### src/rtl/busca_instrucao_if.sv
// Fetch-side bus: instruction memory read port plus the decode handshake and redirect inputs.
// The fetch unit is the master; memory and decode together form the slave side.
interface busca_instrucao_if;
  logic [9:0]  ADDRESS;
  logic [31:0] Q;
  logic [31:0] INSTR;
  logic [31:0] PC_OUT;
  logic        IF_VALID;
  logic        ID_READY;
  logic        BR_TAKEN;
  logic [31:0] BR_TARGET;

  modport master (
    output ADDRESS,
    output INSTR,
    output PC_OUT,
    output IF_VALID,
    input  Q,
    input  ID_READY,
    input  BR_TAKEN,
    input  BR_TARGET
  );

  modport slave (
    input  ADDRESS,
    input  INSTR,
    input  PC_OUT,
    input  IF_VALID,
    output Q,
    output ID_READY,
    output BR_TAKEN,
    output BR_TARGET
  );
endinterface

### src/rtl/busca_instrucao.sv
// Instruction fetch unit: PC register, 2-entry prefetch buffer toward decode,
// branch redirect, start gate and halt detection.
module busca_instrucao #(
  parameter logic [31:0] RESET_PC  = 32'h0000_0000,
  parameter logic [31:0] HALT_WORD = 32'hFFFF_FFFF,
  parameter int          DEPTH     = 2
) (
  input  logic              CLK,
  input  logic              RST,
  input  logic              START,
  busca_instrucao_if.master bus,
  output logic              HALTED,
  output logic [31:0]       FETCH_COUNT
);

  typedef enum logic [1:0] {
    IDLE = 2'd0,
    RUN  = 2'd1,
    HALT = 2'd2
  } state_t;

  localparam logic [1:0]  FULL     = 2'(DEPTH);
  localparam logic [31:0] WORD_MSK = 32'hFFFF_FFFC;

  state_t      state_q, state_d;
  logic [1:0]  count_q, count_d;
  logic [31:0] pc_q, pc_d;
  logic [31:0] fetch_count_q, fetch_count_d;

  logic [31:0] ent_pc  [2];
  logic [31:0] ent_ins [2];

  logic        not_empty;
  logic        pop;
  logic        push;
  logic        redirect;
  logic        is_halt;
  logic [1:0]  tail;

  assign not_empty = (count_q != 2'd0);
  assign pop       = not_empty && bus.ID_READY;
  assign redirect  = bus.BR_TAKEN && (state_q != IDLE);
  assign push      = (state_q == RUN) && !bus.BR_TAKEN && ((count_q < FULL) || pop);
  assign is_halt   = (bus.Q == HALT_WORD);
  // Slot the incoming word lands in, after any head shift caused by a pop
  assign tail      = count_q - {1'b0, pop};

  always_comb begin
    state_d = state_q;
    case (state_q)
      IDLE:    if (START) state_d = RUN;
      RUN:     if (push && is_halt) state_d = HALT;
      HALT:    state_d = HALT;
      default: state_d = IDLE;
    endcase
    if (redirect) state_d = RUN;
  end

  always_comb begin
    count_d       = count_q;
    pc_d          = pc_q;
    fetch_count_d = fetch_count_q;
    if (redirect) begin
      count_d = 2'd0;
      pc_d    = bus.BR_TARGET & WORD_MSK;
    end else begin
      count_d = count_q + {1'b0, push} - {1'b0, pop};
      if (push) begin
        pc_d          = pc_q + 32'd4;
        fetch_count_d = fetch_count_q + 32'd1;
      end
    end
  end

  always_ff @(posedge CLK) begin
    if (RST) begin
      state_q       <= IDLE;
      count_q       <= 2'd0;
      pc_q          <= RESET_PC & WORD_MSK;
      fetch_count_q <= 32'd0;
    end else begin
      state_q       <= state_d;
      count_q       <= count_d;
      pc_q          <= pc_d;
      fetch_count_q <= fetch_count_d;
    end
  end

  // Buffer storage is unreset; entries beyond count are masked at the outputs
  always_ff @(posedge CLK) begin
    if (pop) begin
      ent_pc[0]  <= ent_pc[1];
      ent_ins[0] <= ent_ins[1];
    end
    if (push) begin
      ent_pc[tail[0]]  <= pc_q;
      ent_ins[tail[0]] <= bus.Q;
    end
  end

  assign bus.ADDRESS  = pc_q[11:2];
  assign bus.IF_VALID = not_empty;
  assign bus.INSTR    = not_empty ? ent_ins[0] : 32'd0;
  assign bus.PC_OUT   = not_empty ? ent_pc[0]  : 32'd0;
  assign HALTED       = (state_q == HALT);
  assign FETCH_COUNT  = fetch_count_q;

endmodule

### src/flat_wrapper.sv
// flat-port wrapper written by rule: the top's interface ports become plain ports
module busca_instrucao_flat 
#(
  parameter logic [31:0] RESET_PC  = 32'h0000_0000,
  parameter logic [31:0] HALT_WORD = 32'hFFFF_FFFF,
  parameter int          DEPTH     = 2
)
  (CLK, RST, START, HALTED, FETCH_COUNT, bus_ADDRESS, bus_INSTR, bus_PC_OUT, bus_IF_VALID, bus_Q, bus_ID_READY, bus_BR_TAKEN, bus_BR_TARGET);
  busca_instrucao_if bus_i ();
  input  logic CLK;
  input  logic RST;
  input  logic START;
  output logic HALTED;
  output logic [31:0] FETCH_COUNT;
  output wire logic [$bits(bus_i.ADDRESS)-1:0] bus_ADDRESS;
  output wire logic [$bits(bus_i.INSTR)-1:0] bus_INSTR;
  output wire logic [$bits(bus_i.PC_OUT)-1:0] bus_PC_OUT;
  output wire logic [$bits(bus_i.IF_VALID)-1:0] bus_IF_VALID;
  input wire logic [$bits(bus_i.Q)-1:0] bus_Q;
  input wire logic [$bits(bus_i.ID_READY)-1:0] bus_ID_READY;
  input wire logic [$bits(bus_i.BR_TAKEN)-1:0] bus_BR_TAKEN;
  input wire logic [$bits(bus_i.BR_TARGET)-1:0] bus_BR_TARGET;
  assign bus_ADDRESS = bus_i.ADDRESS;
  assign bus_INSTR = bus_i.INSTR;
  assign bus_PC_OUT = bus_i.PC_OUT;
  assign bus_IF_VALID = bus_i.IF_VALID;
  assign bus_i.Q = bus_Q;
  assign bus_i.ID_READY = bus_ID_READY;
  assign bus_i.BR_TAKEN = bus_BR_TAKEN;
  assign bus_i.BR_TARGET = bus_BR_TARGET;
  busca_instrucao #(.RESET_PC(RESET_PC), .HALT_WORD(HALT_WORD), .DEPTH(DEPTH)) u_core (.CLK(CLK), .RST(RST), .START(START), .bus(bus_i), .HALTED(HALTED), .FETCH_COUNT(FETCH_COUNT));
endmodule
### config.mk
export PLATFORM = sky130hd
export DESIGN_NAME = busca_instrucao_flat
export DESIGN_NICKNAME = d
export VERILOG_FILES = /design/src/rtl/busca_instrucao_if.sv /design/src/rtl/busca_instrucao.sv /design/src/flat_wrapper.sv
export SDC_FILE = /design/constraint.sdc
export NUM_CORES = 1
export LEC_CHECK = 0
export CAP_MARGIN = 20
export CORE_MARGIN = 2
export CORE_UTILIZATION = 28
export CTS_BUF_LIST = sky130_fd_sc_hd__clkbuf_8
export DETAILED_ROUTE_END_ITERATION = 10
export GPL_TIMING_DRIVEN = 1
export PLACE_DENSITY = 0.45
export SLEW_MARGIN = 20
export SYNTH_ARGS = -nofsm -noshare
export SYNTH_HDL_FRONTEND = slang
export SYNTH_SLANG_ARGS = --single-unit
### constraint.sdc
create_clock -name CLK -period 5 [get_ports CLK]
set_clock_uncertainty 0.05 [all_clocks]
set_input_delay 0.5 -clock CLK [delete_from_list [all_inputs] [get_ports CLK]]
set_output_delay 0.5 -clock CLK [all_outputs]
set_load 0.005 [all_outputs]
==> metrics, run 1 <==
unrepaired setup endpoints after global routing=false; sequence of cells on the critical path=clkdlybuf4s50_1 -> and2b_1 -> nand2_1 -> inv_2 -> ha_2 -> buf_4 -> mux2_2; first-pass GRT wire length=33700 um; Die H=178 um; Critical Path Source Type=input pin; Mapped Area=8520 um^2; layout cells sized above 1=13.0%; main combinational cell family by area after synthesis=simple AND/OR/NAND/NOR gates; crit path DAT=3.23 ns; Cell Rows=63; Die Area=31900 um^2; critical path endpoint category=flop; CTS clk-pin slew, worst paths=0.10 ns; vias per cell=4.69; Final Instance Area=11000 um^2; Lkg Pwr=0.00353 uW; vias in the first global route=5782; post-cts sizing count=0; Worst Setup Path Type=input pin to flop; Max clock buf depth=2; Post-Syn Area per Cell=12.0 um^2; area grow syn2layout=28.9%; TritonCTS Buffers=17; # IOs=177; Syn Inst Count=711; hpwl dp=14900 um; post-synth top area cell=edfxtp_1; Setup TNS=0 ns; share of the synthesized area in the top cell type=43.7%; Starting Density=28.6%; fin crit share=61.3%; core box area=29800 um^2; Core Util, Final=36.9%; yosys synthesis warning count=0; Synth Area in Simple Gates=18.8%; Netlist cell types=48; Max FO, Critical Path=62; Peak VDD IR=0.000239 V; ant diodes=0; drt pass-1 iters=4; post-placement cell area=10600 um^2; initial antenna violation count=2; Crit-path slowest cell=buf_4; Slew @ Worst Pin=0.913 ns; max-slew violations=0; Seq/Total Area, Yosys=59.2%; number of synthesized flops with an enable pin=124; largest net degree at the start of global routing=65; Synth async-reset ratio=0%; clk_lat worst skew=0.47 ns; drt wl/cell=17.5 um; final-report hold violation count=0; CTS root buf=clkbuf_8; CTS tree=done; Routed Antenna Nets=0; Tot GR Track Use=14.0%; XOR/XNOR Fraction of Synth Area=4.52%; Tmin final=3.07 ns; Max transition margin=39.2%; Post-Route WL=22200 um; H-tree depth=4; Area contributors post-synth=edfxtp_1, dfxtp_1, mux2_2, and2_1, nor2_1; CTS sink count=190; mux contribution to synthesized area=8.32%; max cap viols=0; Final setup viols=0; Post-CTS Setup Bufs=0; remaining global-route overflow=0; crit-path max cell delay=0.72 ns; Port Buf Inserts=172; PD cells=462 nW/um^2; hold crit path type=input pin to flop; outcome=completed; worst endpoint required time=5.16 ns; cts hold-fix bufs=0; Compound-Gate Fraction of Synth Area=4.83%; Final nets=941; drt drc=0; Final GP Congestion=0.773; Fmax=326 MHz; synthesis-stage register bit count=190; total number of vias=5944; post-synthesis adder-cell area fraction=1.17%; DR iter-0 viols=321; Main synth FF type=edfxtp_1; die width=178 um
cells in the mapped netlist (13+ instances only):
master,count
buf_4,13
xnor2_1,23
edfxtp_1,124
mux2_2,63
clkbuf_1,26
nor4_1,13
xor2_1,21
a211oi_1,19
nor2_1,66
dfxtp_1,66
nand2_1,27
and2_1,65
nand3_1,25
nand4_1,34
worst max-delay path: cells and delay by family:
kind	cells	cell delay, ns
muxes	1	0.41
buffers and inverters	3	1.51
and+or+nand+nor	2	0.55
adders and majority gates	1	0.24
where the power goes:
part           switching [uW]  internal (uW)
combinational             829            908
clock                     654            385
sequential                180           2120
total                    1660           3420
layout make-up:
cell class                 instances  area, um^2
fill                            2964       18800
sequential                       190        5040
multi-input combinational        466        3230
timing repair buffer             179        1780
tap                              390         488
clock buffer                      17         234
clock inverter                    15         169
inverter                          10        37.5
registers in the layout, indices dropped and copies added (netlist names):
signal / cells
u_core.pc_q: 30
u_core.count_q: 2
u_core.FETCH_COUNT: 32
u_core.state_q: 2
u_core.ent_ins: 64
u_core.ent_pc: 60
kinds of logic after synthesis:
logic type	after synthesis
multiplexers	63
buffers and inverters	56
AO/OA/AOI/OAI	60
adder cells (fa/ha/maj)	8
AND/OR/NAND/NOR	289
other	1
XOR/XNOR	44
flip-flops	190
path summary, 6_finish.rpt:
check	from	end	slack [ns]	cells past startpoint
worst min register to register	u_core.FETCH_COUNT[6]	u_core.FETCH_COUNT[6]	0.47	2
worst min-delay path	RST	u_core.state_q[0]	0.18	2
worst max register to register	u_core.state_q[1]	u_core.ent_pc[0][14]	1.95	8
worst max-delay path	bus_BR_TAKEN	u_core.ent_pc[0][14]	1.93	7
routing by layer:
metal / GRT usage (%) / wire length [um]
met1: 18.4 / 10200
met2: 22.7 / 10400
met3: 4.22 / 1390
met4: 3.22 / 183
met5: 0 / 30
cells in the final DEF (no fill, tap or decap), types with 17 or more instances in the layout:
master           instances
nand4_1                 34
and2_1                  65
edfxtp_1               124
clkbuf_8                17
nand3_1                 25
mux2_2                  63
dfxtp_1                 66
nor2_1                  66
a211oi_1                19
nand2_1                 25
xor2_1                  21
xnor2_1                 23
clkdlybuf4s50_1        171
per-stage QoR:
step	hold WS, ns	worst slack, ns	std cells	total power, uW
floorplan	0.397	1.65	712	3180
global placement	0.444	1.47	1235	4140
detailed placement	0.448	1.42	1235	4140
CTS	0.129	1.89	1267	5200
global route	0.141	1.73	1267	5410
finish	0.183	1.93	1267	5080
Note: power is estimated with default switching activity, not from simulation.
==> inputs of run 2 (changes only) <==
clock period = 2.92 ns   (was 5 ns; I/O delays follow)
==> run 2 against run 1 <==
Net effect:
- flip-flop and latch count unchanged
- via count increased by 1.1%
- sequential share of layout area decreased by 0.61 points
- non-clock buffer count increased by 16
==> metrics, run 2 (synthesized netlist as in run 1, its figures left out) <==
Routed Antenna Nets=0 (unchanged); hpwl dp=15500 um (+3.9%); largest net degree at the start of global routing=64 (-1.5%); Worst R2R Setup Slack=0.51 ns (-1.44 ns); initial antenna violation count=3 (+1); uppermost layer routed=met5; hold crit path type=input pin to flop; final-report hold violation count=0 (unchanged); core box area=29800 um^2 (unchanged); CTS sink count=190 (unchanged); Post-Route WL=22600 um (+1.6%); Max transition margin=60.4% (+21 points); hold depth=2 (unchanged); outcome=completed; area grow syn2layout=30.7%; Max clock buf depth=2 (unchanged); post-placement cell area=10700 um^2 (+1.5%); vias per cell=4.68 (-0.34%); Final nets=957 (+1.7%); drt pass-1 iters=4 (unchanged); vias in the first global route=6054 (+4.7%); Fmax=390 MHz; remaining global-route overflow=0 (unchanged); Worst Setup Path Type=flop to output pin; fin crit share=87.9%; Final setup viols=0 (unchanged); drt drc=0 (unchanged); Starting Density=28.6% (unchanged); DR iter-0 viols=290 (-9.7%); CTS tree=done; worst hold endpoint=u_core.pc_q[28]; CTS root buf=clkbuf_8; die width=178 um (unchanged); crit path DAT=2.23 ns (-1.00 ns); clk_lat worst skew=0.46 ns (about the same); max cap viols=0 (unchanged); # IOs=177 (unchanged); Critical Path Source Type=flop; H-tree depth=4 (unchanged); PD cells=788 nW/um^2 (+71%); unrepaired setup endpoints after global routing=false; Setup TNS=0 ns (unchanged); Final Instance Area=11100 um^2 (+1.3%); worst flop-to-flop path startpoint=u_core.state_q[1]; Largest Register=u_core.ent_ins; Port Buf Inserts=172 (unchanged); Peak VDD IR=0.000325 V (+36%); post-cts sizing count=0 (unchanged); Die Area=31900 um^2 (unchanged); Critical R2R Capture=u_core.ent_ins[0][4]; Slew @ Worst Pin=0.594 ns (-0.319 ns); Tmin final=2.57 ns; Post-CTS Setup Bufs=0 (unchanged); max-slew violations=0 (unchanged); Final GP Congestion=0.776 (+0.41%); Max FO, Critical Path=63 (+1.6%); Hold Startpoint=RST; reg2reg path depth=8 (unchanged); TritonCTS Buffers=17 (unchanged); Die H=178 um (unchanged); critical path endpoint category=output pin; cts hold-fix bufs=0 (unchanged); total number of vias=6008 (+1.1%); drt wl/cell=17.6 um (+0.16%); Lkg Pwr=0.00361 uW (+2.4%); Cell Rows=63 (unchanged); Worst Setup SP=u_core.count_q[1]; commonest non-fill, non-tap cell in the layout=clkdlybuf4s50_1; layout cells sized above 1=14.4% (+1.4 points); met3 wire length=1540 um (+11%); met2 WL=10400 um (+0.55%); met1 WL=10300 um (+0.78%); Tot GR Track Use=14.5% (+0.44 points); CTS clk-pin slew, worst paths=0.11 ns (about the same); Layout fillers=2955 (-0.30%); max reg flops=64 (unchanged); first-pass GRT wire length=35000 um (+3.7%); worst endpoint required time=2.58 ns (-2.58 ns); most frequent cells in the layout=clkdlybuf4s50_1, edfxtp_1, nor2_1, dfxtp_1, and2_1
run 2: routing by layer:
metal,global-route usage (%),vias up
li1,-,2937
met1,18.8,2905
met2,23.3,148
met3,4.35,16
met4,3.93,2
met5,0,-
run 2: through the flow:
step / total power (uW) / hold slack, ns / utilization (%) / std cells / setup slack [ns]
floorplan: 5440 / 0.341 / - / 712 / 0.125
global placement: 7210 / 0.435 / 36.1 / 1251 / 0.220
detailed placement: 7230 / 0.440 / 36.1 / 1251 / 0.213
CTS: 8990 / 0.226 / 37.4 / 1283 / 0.244
global route: 9370 / 0.257 / 37.4 / 1283 / 0.123
finish: 8780 / 0.261 / 37.4 / 1285 / 0.353
run 2: layout make-up:
type / count / area, um^2 / share of cell area [%]
Sequential cell: 190 / 5040 / 45.3
Multi-Input combinational cell: 466 / 3230 / 29.0
Timing Repair Buffer: 195 / 1950 / 17.5
Tap cell: 390 / 488 / 4.38
Clock buffer: 17 / 234 / 2.10
Clock inverter: 15 / 149 / 1.34
Inverter: 10 / 37.5 / 0.337
Antenna cell: 2 / 5.00 / 0.0449
run 2: critical path, stage by stage, from the launching register on:
cell and delay (ns):
dfxtp_1 0.36, inv_1 0.08, nand2_2 0.07, buf_4 0.49, and2_1 0.24, clkdlybuf4s50_1 0.53
run 2: worst max-delay path by stage:
stage | to | slack, ns | cells after the start
floorplan | u_core.ent_ins[0][0] | 0.13 | 10
global placement | u_core.ent_pc[0][12] | 0.22 | 7
detailed placement | u_core.ent_pc[0][12] | 0.21 | 7
CTS | bus_PC_OUT[14] | 0.24 | 5
global route | bus_PC_OUT[14] | 0.12 | 5
finish | bus_PC_OUT[14] | 0.35 | 5
run 2: power by group:
| part | leakage, uW | switching [uW] | total [uW] | internal [uW] |
|---|---|---|---|---|
| Sequential | 0.00168 | 267 | 3900 | 3630 |
| Combinational | 0.00174 | 1480 | 3150 | 1670 |
| Clock | 0.000199 | 1090 | 1730 | 639 |
| Total | 0.00361 | 2840 | 8780 | 5940 |
